`config.mk`:
```
export PLATFORM = sky130hd
export DESIGN_NAME = mat_cache_seq_flat
export DESIGN_NICKNAME = d
export VERILOG_FILES = /design/src/rtl/mat_cache_seq_pkg.sv /design/src/rtl/mat_cache_seq_if.sv /design/src/rtl/mat_cache_seq.sv /design/src/flat_wrapper.sv
export SDC_FILE = /design/constraint.sdc
export NUM_CORES = 1
export LEC_CHECK = 0
export CORE_ASPECT_RATIO = 0.7
export CORE_MARGIN = 2
export CORE_UTILIZATION = 35
export CTS_BUF_LIST = sky130_fd_sc_hd__clkbuf_8
export DETAILED_ROUTE_END_ITERATION = 8
export DONT_BUFFER_PORTS = 1
export GPL_TIMING_DRIVEN = 0
export SKIP_CTS_REPAIR_TIMING = 1
export SYNTH_ARGS = -nofsm -noshare
export SYNTH_HDL_FRONTEND = slang
export SYNTH_SLANG_ARGS = --single-unit
```
`constraint.sdc`:
```
create_clock -name clock -period 1.8 [get_ports clock]
set_input_delay 0.27 -clock clock [delete_from_list [all_inputs] [get_ports clock]]
set_output_delay 0.27 -clock clock [all_outputs]
set_load 0.005 [all_outputs]
```
`src/rtl/mat_cache_seq_pkg.sv`:
```
// Shared types for the MatCache command sequencer: MatCache read/write
// operation encodings, the sequencer command opcode and the FSM states.
package mat_cache_seq_pkg;

   // MatCache read selector: a whole row or a whole column of one slot.
   typedef enum logic [0:0] {
      MAT_DATA_READ_ROW,
      MAT_DATA_READ_COL
   } MatDataReadOp_t;

   // MatCache write selector. TRANSPOSE is MatCache's internal in-place
   // transpose of a whole slot and ignores the write data.
   typedef enum logic [1:0] {
      MAT_DATA_WRITE_DISABLE,
      MAT_DATA_WRITE_ROW,
      MAT_DATA_WRITE_COL,
      MAT_DATA_WRITE_TRANSPOSE
   } MatDataWriteOp_t;

   // Matrix-move commands accepted by the sequencer.
   typedef enum logic [0:0] {
      MAT_SEQ_COPY,
      MAT_SEQ_TRANSPOSE
   } MatSeqOp_t;

   // Sequencer states.
   typedef enum logic [1:0] {
      IDLE,
      RUN,
      DONE
   } MatSeqState_t;

   // Index width for n items; never below one bit so a 1-entry
   // dimension still yields a legal vector.
   function automatic int addr_bits(input int n);
      return (n > 1) ? $clog2(n) : 1;
   endfunction

endpackage

```
`src/rtl/mat_cache_seq_if.sv`:
```
// Command handshake plus MatCache control bus of the sequencer.
// slave  : the sequencer (takes commands, drives MatCache controls)
// master : the decoder / MatCache side of the same signals
interface mat_cache_seq_if
   import mat_cache_seq_pkg::*;
#(
   parameter int WIDTH      = 128,
   parameter int CACHE_SIZE = 4
);

   localparam int WIDTH_ADDR_SIZE = addr_bits(WIDTH);
   localparam int CACHE_ADDR_SIZE = addr_bits(CACHE_SIZE);

   // Command handshake
   logic                       cmd_valid;
   logic                       cmd_ready;
   MatSeqOp_t                  cmd_op;
   logic [CACHE_ADDR_SIZE-1:0] cmd_src;
   logic [CACHE_ADDR_SIZE-1:0] cmd_dst;

   // Status
   logic                       busy;
   logic                       done;

   // MatCache read control
   MatDataReadOp_t             read_op;
   logic [CACHE_ADDR_SIZE-1:0] read_addr1;
   logic [CACHE_ADDR_SIZE-1:0] read_addr2;
   logic [WIDTH_ADDR_SIZE-1:0] read_param;

   // MatCache write control
   MatDataWriteOp_t            write_op;
   logic [CACHE_ADDR_SIZE-1:0] write_addr1;
   logic [CACHE_ADDR_SIZE-1:0] write_addr2;
   logic [WIDTH_ADDR_SIZE-1:0] write_param;

   modport master (
      output cmd_valid, cmd_op, cmd_src, cmd_dst,
      input  cmd_ready, busy, done,
      input  read_op, read_addr1, read_addr2, read_param,
      input  write_op, write_addr1, write_addr2, write_param
   );

   modport slave (
      input  cmd_valid, cmd_op, cmd_src, cmd_dst,
      output cmd_ready, busy, done,
      output read_op, read_addr1, read_addr2, read_param,
      output write_op, write_addr1, write_addr2, write_param
   );

endinterface

```
`src/rtl/mat_cache_seq.sv`:
```
// MatCache command sequencer. Takes one copy/transpose command at a time and
// walks the MatCache read/write controls row by row, one row per cycle
// (combinational read of row i, write of the same data at the clock edge).
// An in-place transpose uses MatCache's single-cycle whole-slot transpose,
// because moving rows into columns of the same slot would overwrite
// unread data. A same-slot copy performs no writes at all.
// Every control output is a register, so nothing on cmd_* reaches MatCache
// combinationally.
//
// Optional build macro MAT_CACHE_SEQ_PERF_EN adds perf_busy_cycles
// (saturating busy-cycle count) and perf_cmds (wrapping completed-command
// count) output ports.
module mat_cache_seq
   import mat_cache_seq_pkg::*;
#(
   parameter int WIDTH      = 128,
   parameter int CACHE_SIZE = 4
) (
   input  logic                  clock,
   input  logic                  reset_n,
   mat_cache_seq_if.slave        bus
`ifdef MAT_CACHE_SEQ_PERF_EN
   ,
   output logic [31:0]           perf_busy_cycles,
   output logic [15:0]           perf_cmds
`endif
);

   localparam int WIDTH_ADDR_SIZE = addr_bits(WIDTH);
   localparam int CACHE_ADDR_SIZE = addr_bits(CACHE_SIZE);

   // Terminal compare is against WIDTH-1 rather than counter wrap, so a
   // non-power-of-2 WIDTH finishes after exactly WIDTH rows.
   localparam logic [WIDTH_ADDR_SIZE-1:0] LAST_IDX = WIDTH_ADDR_SIZE'(WIDTH - 1);

   MatSeqState_t               state;
   MatSeqOp_t                  op_q;
   logic [CACHE_ADDR_SIZE-1:0] src_q;
   logic [CACHE_ADDR_SIZE-1:0] dst_q;
   logic [WIDTH_ADDR_SIZE-1:0] idx;
   logic                       in_place;

   logic                       cmd_ready_q;
   logic                       busy_q;
   logic                       done_q;
   MatDataReadOp_t             read_op_q;
   logic [CACHE_ADDR_SIZE-1:0] read_addr_q;
   logic [WIDTH_ADDR_SIZE-1:0] read_param_q;
   MatDataWriteOp_t            write_op_q;
   logic [CACHE_ADDR_SIZE-1:0] write_addr_q;
   logic [WIDTH_ADDR_SIZE-1:0] write_param_q;

   // A transpose onto its own source slot runs as one whole-slot operation.
   assign in_place = (op_q == MAT_SEQ_TRANSPOSE) && (src_q == dst_q);

   // Sequencer FSM with its index counter and registered control outputs.
   // Outputs for the next state are loaded on the same edge that enters it,
   // so RUN row 0 is already on the bus in the first cycle after accept.
   // NOTE: every register here uses <= so all updates within one edge read
   // the pre-edge values; a blocking = would let later lines see new values.
   always_ff @(posedge clock or negedge reset_n) begin
      if (!reset_n) begin
         state         <= IDLE;
         op_q          <= MAT_SEQ_COPY;
         src_q         <= '0;
         dst_q         <= '0;
         idx           <= '0;
         cmd_ready_q   <= 1'b1;
         busy_q        <= 1'b0;
         done_q        <= 1'b0;
         read_op_q     <= MAT_DATA_READ_ROW;
         read_addr_q   <= '0;
         read_param_q  <= '0;
         write_op_q    <= MAT_DATA_WRITE_DISABLE;
         write_addr_q  <= '0;
         write_param_q <= '0;
      end else begin
         case (state)
            IDLE: begin
               done_q     <= 1'b0;
               write_op_q <= MAT_DATA_WRITE_DISABLE;
               if (bus.cmd_valid) begin
                  op_q          <= bus.cmd_op;
                  src_q         <= bus.cmd_src;
                  dst_q         <= bus.cmd_dst;
                  idx           <= '0;
                  cmd_ready_q   <= 1'b0;
                  busy_q        <= 1'b1;
                  read_op_q     <= MAT_DATA_READ_ROW;
                  read_addr_q   <= bus.cmd_src;
                  read_param_q  <= '0;
                  write_addr_q  <= bus.cmd_dst;
                  write_param_q <= '0;
                  if (bus.cmd_src != bus.cmd_dst) begin
                     state      <= RUN;
                     write_op_q <= (bus.cmd_op == MAT_SEQ_COPY) ? MAT_DATA_WRITE_ROW
                                                                 : MAT_DATA_WRITE_COL;
                  end else if (bus.cmd_op == MAT_SEQ_TRANSPOSE) begin
                     state      <= RUN;
                     write_op_q <= MAT_DATA_WRITE_TRANSPOSE;
                  end else begin
                     // Copy onto itself: nothing to move, report completion.
                     state  <= DONE;
                     done_q <= 1'b1;
                  end
               end
            end

            RUN: begin
               if (in_place || (idx == LAST_IDX)) begin
                  state      <= DONE;
                  done_q     <= 1'b1;
                  write_op_q <= MAT_DATA_WRITE_DISABLE;
               end else begin
                  idx           <= idx + 1'b1;
                  read_param_q  <= idx + 1'b1;
                  write_param_q <= idx + 1'b1;
               end
            end

            DONE: begin
               state       <= IDLE;
               done_q      <= 1'b0;
               busy_q      <= 1'b0;
               cmd_ready_q <= 1'b1;
            end

            default: begin
               state       <= IDLE;
               done_q      <= 1'b0;
               busy_q      <= 1'b0;
               cmd_ready_q <= 1'b1;
               write_op_q  <= MAT_DATA_WRITE_DISABLE;
            end
         endcase
      end
   end

   // Both MatCache address ports always point at the same slot.
   assign bus.cmd_ready   = cmd_ready_q;
   assign bus.busy        = busy_q;
   assign bus.done        = done_q;
   assign bus.read_op     = read_op_q;
   assign bus.read_addr1  = read_addr_q;
   assign bus.read_addr2  = read_addr_q;
   assign bus.read_param  = read_param_q;
   assign bus.write_op    = write_op_q;
   assign bus.write_addr1 = write_addr_q;
   assign bus.write_addr2 = write_addr_q;
   assign bus.write_param = write_param_q;

`ifdef MAT_CACHE_SEQ_PERF_EN
   // Busy-cycle counter saturates; completed-command counter wraps.
   always_ff @(posedge clock or negedge reset_n) begin
      if (!reset_n) begin
         perf_busy_cycles <= '0;
         perf_cmds        <= '0;
      end else begin
         if (busy_q && (perf_busy_cycles != '1)) begin
            perf_busy_cycles <= perf_busy_cycles + 32'd1;
         end
         if (done_q) begin
            perf_cmds <= perf_cmds + 16'd1;
         end
      end
   end
`endif

endmodule
```
`src/flat_wrapper.sv`:
```
// flat-port wrapper written by rule: the top's interface ports become plain ports
module mat_cache_seq_flat import mat_cache_seq_pkg::*;
#(
   parameter int WIDTH      = 128,
   parameter int CACHE_SIZE = 4
)
  (clock, reset_n, bus_cmd_valid, bus_cmd_op, bus_cmd_src, bus_cmd_dst, bus_cmd_ready, bus_busy, bus_done, bus_read_op, bus_read_addr1, bus_read_addr2, bus_read_param, bus_write_op, bus_write_addr1, bus_write_addr2, bus_write_param);
  mat_cache_seq_if #(.WIDTH(WIDTH), .CACHE_SIZE(CACHE_SIZE)) bus_i ();
  input  logic clock;
  input  logic reset_n;
  input wire logic [$bits(bus_i.cmd_valid)-1:0] bus_cmd_valid;
  input wire logic [$bits(bus_i.cmd_op)-1:0] bus_cmd_op;
  input wire logic [$bits(bus_i.cmd_src)-1:0] bus_cmd_src;
  input wire logic [$bits(bus_i.cmd_dst)-1:0] bus_cmd_dst;
  output wire logic [$bits(bus_i.cmd_ready)-1:0] bus_cmd_ready;
  output wire logic [$bits(bus_i.busy)-1:0] bus_busy;
  output wire logic [$bits(bus_i.done)-1:0] bus_done;
  output wire logic [$bits(bus_i.read_op)-1:0] bus_read_op;
  output wire logic [$bits(bus_i.read_addr1)-1:0] bus_read_addr1;
  output wire logic [$bits(bus_i.read_addr2)-1:0] bus_read_addr2;
  output wire logic [$bits(bus_i.read_param)-1:0] bus_read_param;
  output wire logic [$bits(bus_i.write_op)-1:0] bus_write_op;
  output wire logic [$bits(bus_i.write_addr1)-1:0] bus_write_addr1;
  output wire logic [$bits(bus_i.write_addr2)-1:0] bus_write_addr2;
  output wire logic [$bits(bus_i.write_param)-1:0] bus_write_param;
  assign bus_i.cmd_valid = bus_cmd_valid;
  assign bus_i.cmd_op = bus_cmd_op;
  assign bus_i.cmd_src = bus_cmd_src;
  assign bus_i.cmd_dst = bus_cmd_dst;
  assign bus_cmd_ready = bus_i.cmd_ready;
  assign bus_busy = bus_i.busy;
  assign bus_done = bus_i.done;
  assign bus_read_op = bus_i.read_op;
  assign bus_read_addr1 = bus_i.read_addr1;
  assign bus_read_addr2 = bus_i.read_addr2;
  assign bus_read_param = bus_i.read_param;
  assign bus_write_op = bus_i.write_op;
  assign bus_write_addr1 = bus_i.write_addr1;
  assign bus_write_addr2 = bus_i.write_addr2;
  assign bus_write_param = bus_i.write_param;
  mat_cache_seq #(.WIDTH(WIDTH), .CACHE_SIZE(CACHE_SIZE)) u_core (.clock(clock), .reset_n(reset_n), .bus(bus_i));
endmodule
```
==> impl_metrics.ini, run 1 <==
[final_layout]
num_antenna_cells = 0
finalNonFillerCells = 146
final_area_mm2 = 0.00119
drive_gt1_share_pct = 27.3
syn2layout_area_growth_pct = 10.8
final_nets = 121
postLayoutCoreUtil_pct = 41.6

[sta]
timing.setup.tns_ps = 0
hold_violations = 0
maxSlewViolCount = 0
fin_skew_ps = 2.17
min_period_ps = 1700
rsz0062_at_grt = no
clock.fmax_ghz = 0.589
setup_viol_count_final = 0
max_slew.worst_pin.slew_ps = 854
slew_headroom_pct = 42.9
fin_crit_sh_pct = 94.3

[grt]
grt_usage_pct = 13.7
overflow = 0
grt_pass1_wl_um = 3750
grt_max_degree = 20
antenna_found_initial = 0
first_global_vias = 813

[logic_synthesis]
syn_area_per_cell_um2 = 10.2
yosys_warnings = 0
yosysUniqueCellTypes = 34
yosysSeqAreaShare_pct = 44.4
syn_area_mm2 = 0.00107
synth-seq-cells = 19
syn-num-nets = 115
synth_cells = 105

[worst_setup_path]
cp.required_ps = 1950
critical-path-top-delay-family = flip-flops
cp_num_buf_inv = 1
cp-start-kind = flop
crit_chain = and4_4 -> a31oi_4 -> and2_4 -> buf_6 -> a221o_1
cp-end-kind = flop
cp_slowest_stage_delay_ps = 530
crit_slowest_cell = dfrtp_1
arrival_ps = 1850
crit_fanout = 9
crit_type = flop to flop

[clocking]
cts_tree = yes
cts_sinks = 19
clkLatencyLatePin_ps = 270
cts.clk_slew.worst_paths_ps = 80
clock-root-buffer = clkbuf_8
numCtsBuffers = 3
clockBufferDepth = 2
htreeDepth = 1

[detailed_routing]
viasPerCell = 5.45
dr.pass1.iters = 4
drtAntennaViolNets = 0
num_vias = 796
first_iter_violations = 88
drc = 0
routed_wl_um = 2190
avgRoutedWirePerCell_um = 15.0

[power]
fin_total_pwr_mw = 2.13
power.leakage_nw = 0.515
p_per_area_mw_per_mm2 = 1790
ir_drop_uv = 700

[placement]
post-dp-hpwl_um = 1570
placed_area_mm2 = 0.00112
dp.cells = 141
place_congestion = 0.791
portBuffers = 0

[outcome]
outcome = complete, no violations

[die]
core_mm2 = 0.00286
ioPinCount = 36
die_y_um = 50.4
start_util_pct = 37.5
die_w_um = 70.2
row_count = 16
die_area_mm2 = 0.00354

[run]
maxCapViolations = 0

[hold_path]
hp-class = input port to flop
layer usage:
metal / GRT usage (%) / wire, um / up-vias
met3: 5.22 / 203 / 3
met2: 21.1 / 950 / 40
met4: 4.81 / 26 / 0
met5: 0 / 0 / -
li1: - / - / 374
met1: 17.5 / 1010 / 379
area by class of cell:
class / count / area, um^2
multi-input cells: 69 / 494
well taps: 36 / 45.0
flip-flops and latches: 19 / 477
repair buffers: 1 / 10.0
inverters: 2 / 7.51
fillers: 283 / 1670
clock inverters: 1 / 7.51
clock buffers: 3 / 41.3
plain buffers: 15 / 109
cells in the final DEF, fill, tap and decap left out, types with 2 or more instances in the layout:
cell,instances
dfrtp_1,18
buf_4,12
a21oi_1,8
nor2_1,6
mux2_2,6
nand2_1,5
nand3_1,5
nor3_1,4
o2bb2ai_1,4
a221o_1,3
clkbuf_8,3
xor2_1,2
inv_1,2
nand2b_1,2
clkbuf_1,2
nor2b_1,2
and3_1,2
a31oi_1,2
ha_1,2
final timing paths:
path                                        endpoint                     start  slack [ps]  cells after the start
max                         u_core.bus.read_param[1]  u_core.bus.read_param[2]         100                      5
min                         u_core.bus.read_addr1[0]            bus_cmd_src[0]         150                      1
max reg2reg                 u_core.bus.read_param[1]  u_core.bus.read_param[2]         100                      5
min reg2reg                     u_core.bus.cmd_ready      u_core.bus.cmd_ready         510                      2
max in group asynchronous  u_core.bus.write_addr1[0]                   reset_n         720                      1
min in group asynchronous   u_core.bus.read_param[3]                   reset_n         550                      1
synth_stat cells:
master	number	area share (%)
dfrtp_1	18	42
buf_4	12	8.4
a21oi_1	8	3.7
mux2_2	6	6.3
nand3_1	6	2.8
nor2_1	6	2.1
nand2_1	5	1.7
nor3_1	4	1.9
o2bb2ai_1	4	3.3
a221o_1	3	2.8
a31oi_1	2	1.2
and3_1	2	1.2
clkbuf_1	2	0.70
ha_1	2	2.3
inv_1	2	0.70
nand2b_1	2	1.2
nor2b_1	2	1.2
xnor2_1	2	1.6
xor2_1	2	1.6
a21boi_0	1	0.70
a311oi_1	1	0.82
a31oi_4	1	2.0
and2_4	1	0.82
and2b_1	1	0.70
and4_4	1	1.0
buf_6	1	1.0
conb_1	1	0.35
dfstp_2	1	2.4
nor2_2	1	0.58
o21a_1	1	0.70
o21ai_0	1	0.47
o22ai_1	1	0.58
o31ai_1	1	0.70
or2_1	1	0.58
flip-flops by register name, summed over array words and instances (netlist names):
signal	count
u_core.bus.cmd_ready	1
u_core.bus.busy	1
u_core.bus.done	1
u_core.op_q	1
u_core.state	2
u_core.bus.read_addr1	2
u_core.bus.write_addr1	2
u_core.bus.read_param	7
u_core.bus.write_op	2
logic make-up after synthesis:
logic type | after synthesis | synth area share, %
AND/OR/NAND/NOR | 32 | 15.7
AO/OA/AOI/OAI | 24 | 16.9
flip-flops | 19 | 44.4
buffers and inverters | 17 | 10.8
multiplexers | 6 | 6.29
XOR/XNOR | 4 | 3.26
adder cells (fa/ha/maj) | 2 | 2.33
other | 1 | 0.349
report_power, final:
group,internal [mW],leakage (nW),switching (mW)
registers,0.625,0.238,0.256
logic,0.489,0.256,0.442
clock network,0.157,0.0217,0.161
total,1.27,0.515,0.858
stage by stage:
stage,setup slack [ps],hold slack [ps]
2_1_floorplan,234,-25.6
3_3_place_gp,19.1,-25.0
3_5_place_dp,0.925,-24.9
4_1_cts,-18.6,-321
5_1_grt,28.2,141
6_report,102,147
(Power assumes the default switching activity.)
==> run 2: changes to the inputs <==
CORE_UTILIZATION = 50   (was 35)
PLACE_DENSITY = 0.68   (was unset)
REMOVE_ABC_BUFFERS = 1   (was unset)
clock period = 1.5 ns   (was 1.8 ns; I/O delays follow)
==> run 2 against run 1 <==
- the run now ends with negative setup slack left
- critical path type unchanged
- sequential power grew 35%
- global-route usage up 3.5 points
- die area is 28% lower
- final cell count decreased by 12%
- hold slack got worse by 36 ps
- routed wire length up 13%
- largest power group unchanged
- core utilization grew 22 points
- via count grew 1.5%
- flip-flop and latch count stayed put
==> impl_metrics.ini, run 2 (synthesis results as in run 1) <==
[worst_setup_path]
cp_slowest_stage_delay_ps = 460
cp.required_ps = 1650
crit_slowest_cell = dfrtp_2
crit_fanout = 7
cp-start-kind = flop
crit_type = flop to flop
arrival_ps = 1720
cp-end-kind = flop
rr_worst_depth = 4
crit_chain = xnor2_2 -> nand3_2 -> and2_4 -> a221o_1

[final_layout]
drive_gt1_share_pct = 43.9
mostFrequentLayoutCell = dfrtp_2
num_antenna_cells = 0
largest_reg_flops = 7
layout_common_cells = dfrtp_2, buf_4, dfrtp_1, nor2_1, a21oi_1
final_nets = 118
final_area_mm2 = 0.00123
syn2layout_area_growth_pct = 14.4
postLayoutCoreUtil_pct = 63.5
finalNonFillerCells = 129

[sta]
rsz0062_at_grt = yes
timing.hold.ws_ps = 111
max_slew.worst_pin.slew_ps = 846
fin_skew_ps = 3.34
min_period_ps = 1570
slew_headroom_pct = 43.4
fin_crit_sh_pct = 105
maxSlewViolCount = 0
setup_viol_count_final = 4
hold_violations = 0
clock.fmax_ghz = 0.637
timing.setup.tns_ps = -224
worst_slack_ps = -69.4

[placement]
portBuffers = 0
post-place-ws_ps = -264
post-dp-hpwl_um = 1370
place_congestion = 0.783
dp.cells = 112
placed_area_um2 = 993

[detailed_routing]
drtAntennaViolNets = 0
routed_wl_um = 2470
dr.pass1.iters = 4
first_iter_violations = 59
avgRoutedWirePerCell_um = 19.2
viasPerCell = 6.26
num_vias = 808
drc = 0

[power]
pwr-share-seq_pct = 42.4
swShare_pct = 41.3
power.leakage_nw = 0.523
clock_power_share_pct = 13.1
p_per_area_mw_per_mm2 = 2280
p_int_mw = 1.64
switching_power_mw = 1.16
pwr-share-comb_pct = 44.5
ir_drop_uv = 994
fin_total_pwr_mw = 2.80

[grt]
grt_usage_pct = 17.2
grt_max_degree = 20
grt_pass1_wl_um = 3260
overflow = 0
first_global_vias = 689
antenna_found_initial = 0

[run]
maxCapViolations = 0

[outcome]
violations = negative setup slack
outcome = finished, violations left

[die]
die_area_mm2 = 0.00254
die_w_um = 59.4
row_count = 13
die_y_um = 42.8
start_util_pct = 55.5
core_mm2 = 0.00194
ioPinCount = 36

[clocking]
cts.clk_slew.worst_paths_ps = 70
clkLatencyLatePin_ps = 260
clockBufferDepth = 2
htreeDepth = 1
cts_tree = yes
clock-root-buffer = clkbuf_8
cts_sinks = 19
numCtsBuffers = 3

[hold_path]
hp-class = input port to flop
whs_path_depth = 1
==> run 2: changes by cell type in the layout (fill, tap and decap cells not counted), moves of 2 or more <==
| cell | delta |
|---|---|
| dfrtp_1 | -11 |
| nand2b_2 | +2 |
| dfrtp_2 | +11 |
| clkbuf_1 | -2 |
| buf_4 | -3 |
| a21oi_1 | -2 |
| nand2b_1 | -2 |
==> run 2: final cells by class <==
| cell class | count | area [um^2] |
|---|---|---|
| Fill cell | 150 | 706 |
| Multi-Input combinational cell | 69 | 552 |
| Sequential cell | 19 | 490 |
| Timing Repair Buffer | 13 | 106 |
| Clock buffer | 3 | 41.3 |
| Tap cell | 22 | 27.5 |
| Inverter | 2 | 7.51 |
| Clock inverter | 1 | 5.00 |
==> run 2: metal layers <==
metal / part of all wire (%) / up-vias / wire [um] / track usage, %
li1: - / 364 / - / -
met1: 44 / 403 / 1090 / 24.7
met2: 48 / 37 / 1190 / 24.6
met3: 6.3 / 4 / 156 / 6.71
met4: 1.5 / 0 / 36 / 2.73
met5: 0 / - / 0 / 0
==> run 2: critical path: cells and delay by family (launching register included) <==
family / cells / cell delay [ps]
simple gates: 2 / 470
compound gates: 1 / 320
xor+xnor: 1 / 220
flops: 1 / 460
==> run 2: final timing paths <==
path,slack [ps],start,end
max in group asynchronous,410,reset_n,u_core.bus.read_param[1]
min reg2reg,500,u_core.bus.cmd_ready,u_core.bus.cmd_ready
max,-70,u_core.bus.write_addr1[1],u_core.bus.read_param[1]
max reg2reg,-70,u_core.bus.write_addr1[1],u_core.bus.read_param[1]
min,110,bus_cmd_src[0],u_core.bus.read_addr1[0]
min in group asynchronous,510,reset_n,u_core.op_q
==> run 2: power by group through the flow <==
| stage | Combinational (mW) | Clock [mW] | Sequential (mW) |
|---|---|---|---|
| 6_report | 1.25 | 0.366 | 1.19 |
| 5_1_grt | 1.35 | 0.397 | 1.23 |
| 4_1_cts | 0.772 | 0.368 | 1.12 |
| 3_5_place_dp | 0.764 | 0 | 1.13 |
| 3_3_place_gp | 0.751 | 0 | 1.13 |
| 2_1_floorplan | 0.652 | 0 | 1.04 |
==> run 3: changes to the inputs <==
CORE_MARGIN = 3   (was 2)
==> run 3 against run 2 <==
- the run still ends with negative setup slack left
- flip-flop and latch count is the same
- design area shrank 2.5%
- count of clock-buffer cells in the layout is the same
- via count shrank 0.50%
- power shrank 4.1%
- core utilization shrank 1.6 points
- clock skew grew 3.8 ps
- critical path depth is the same
- combinational power shrank 8%
- critical path type unchanged
- critical endpoint unchanged
- highest routed layer unchanged
==> impl_metrics.ini, run 3 (synthesis results as in run 1) <==
[worst_setup_path]
rr_worst_depth = 4
crit_fanout = 8
arrival_ps = 1710
cp.required_ps = 1650
crit_path_start = u_core.bus.write_addr1[1]
crit-reg2reg-capture = u_core.bus.read_param[1]
cp-start-kind = flop
critical-path-top-delay-family = flip-flops
crit_type = flop to flop
crit_chain = xnor2_2 -> nand3_2 -> and2_4 -> a221o_1
cp_slowest_stage_delay_ps = 450
cp-end-kind = flop
worst-path-stages = 4
rrSetupSlack_ps = -50
rr_startpoint = u_core.bus.write_addr1[1]
cp_num_buf_inv = 0
crit_slowest_cell = dfrtp_1

[detailed_routing]
routed.top_layer = met4
drtAntennaViolNets = 0
drc = 0
viasPerCell = 6.33
first_iter_violations = 58
num_vias = 804
wl_met3_um = 194
routed_wl_um = 2350
met1_length_um = 1040
dr.pass1.iters = 5
avgRoutedWirePerCell_um = 18.5
wl_met2_um = 1060

[final_layout]
final_area_mm2 = 0.00120
mostFrequentLayoutCell = dfrtp_1
largest_reg_flops = 7
num_antenna_cells = 0
postLayoutCoreUtil_pct = 61.9
drive_gt1_share_pct = 37.1
final_nets = 116
layout_common_cells = dfrtp_1, buf_4, dfrtp_2, a21oi_1
fillers = 157
syn2layout_area_growth_pct = 11.5

[sta]
worst_slack_ps = -52.9
rsz0062_at_grt = yes
max_slew.worst_pin.slew_ps = 875
clock.fmax_ghz = 0.644
fin_skew_ps = 7.15
fin_crit_sh_pct = 104
hold_violations = 0
maxSlewViolCount = 0
setup_viol_count_final = 4
slew_headroom_pct = 41.5
min_period_ps = 1550

[outcome]
outcome = finished, violations left
violations = negative setup slack

[clocking]
numCtsBuffers = 3
cts.clk_slew.worst_paths_ps = 70
clock-root-buffer = clkbuf_8
clockBufferDepth = 2
clkLatencyLatePin_ps = 270
cts_sinks = 19
cts_tree = yes
htreeDepth = 1

[grt]
grt_max_degree = 20
grt_usage_pct = 18.1
first_global_vias = 694
antenna_found_initial = 0
overflow = 0
grt_pass1_wl_um = 3470

[hold_path]
worstHoldEndpoint = u_core.bus.write_addr1[1]
whs_path_depth = 1
hp-class = input port to flop
hp-start = bus_cmd_dst[1]

[die]
die_y_um = 44.8
ioPinCount = 36
start_util_pct = 55.5
core_mm2 = 0.00194
die_w_um = 61.4
die_area_mm2 = 0.00275
row_count = 13

[placement]
post-dp-hpwl_um = 1450
place_congestion = 0.815
placed_area_um2 = 993
portBuffers = 0
post-place-ws_ps = -268

[power]
p_per_area_mw_per_mm2 = 2240
ir_drop_uv = 882
fin_total_pwr_mw = 2.69
power.leakage_nw = 0.513

[run]
maxCapViolations = 0
run 3: cell types whose count changed in the layout (fill, tap and decap cells not counted), sizes merged:
cell    delta
buf        -2
clkinv     -1
inv        +1
run 3: cell type report:
cell class                      instances  area, um^2  area share [%]
Clock buffer                            3        41.3            3.44
Clock inverter                          1        3.75           0.313
Inverter                                2        7.51           0.626
Multi-Input combinational cell         69         544            45.4
Sequential cell                        19         487            40.6
Tap cell                               22        27.5            2.30
Timing Repair Buffer                   11        87.6            7.31
run 3: worst max-delay path by stage:
stage and endpoint:
2_1_floorplan u_core.bus.read_param[4], 3_3_place_gp u_core.bus.read_param[4], 3_5_place_dp u_core.bus.read_param[4], 4_1_cts u_core.bus.read_param[4], 5_1_grt u_core.bus.read_param[1], 6_report u_core.bus.read_param[1]
run 3: routing by layer:
layer | track usage [%] | vias to the layer above
li1 | - | 363
met1 | 25.0 | 394
met2 | 23.8 | 37
met3 | 7.14 | 10
met4 | 10.6 | 0
met5 | 0 | -
run 3: metrics by stage:
stage | hold WS, ps | setup TNS [ps] | instances
global route | 96.5 | -424 | 127
floorplan | -70.6 | -26.6 | 90
finish | 104 | -123 | 127
detailed placement | -70.1 | -1950 | 112
global placement | -70.1 | -1730 | 112
CTS | -359 | -2110 | 116
run 3: report_power, final:
part / total [mW] / switching, mW / internal [mW] / leakage, nW
clock: 0.361 / 0.178 / 0.183 / 0.0269
combinational: 1.15 / 0.523 / 0.629 / 0.259
sequential: 1.17 / 0.406 / 0.768 / 0.227
total: 2.69 / 1.11 / 1.58 / 0.513
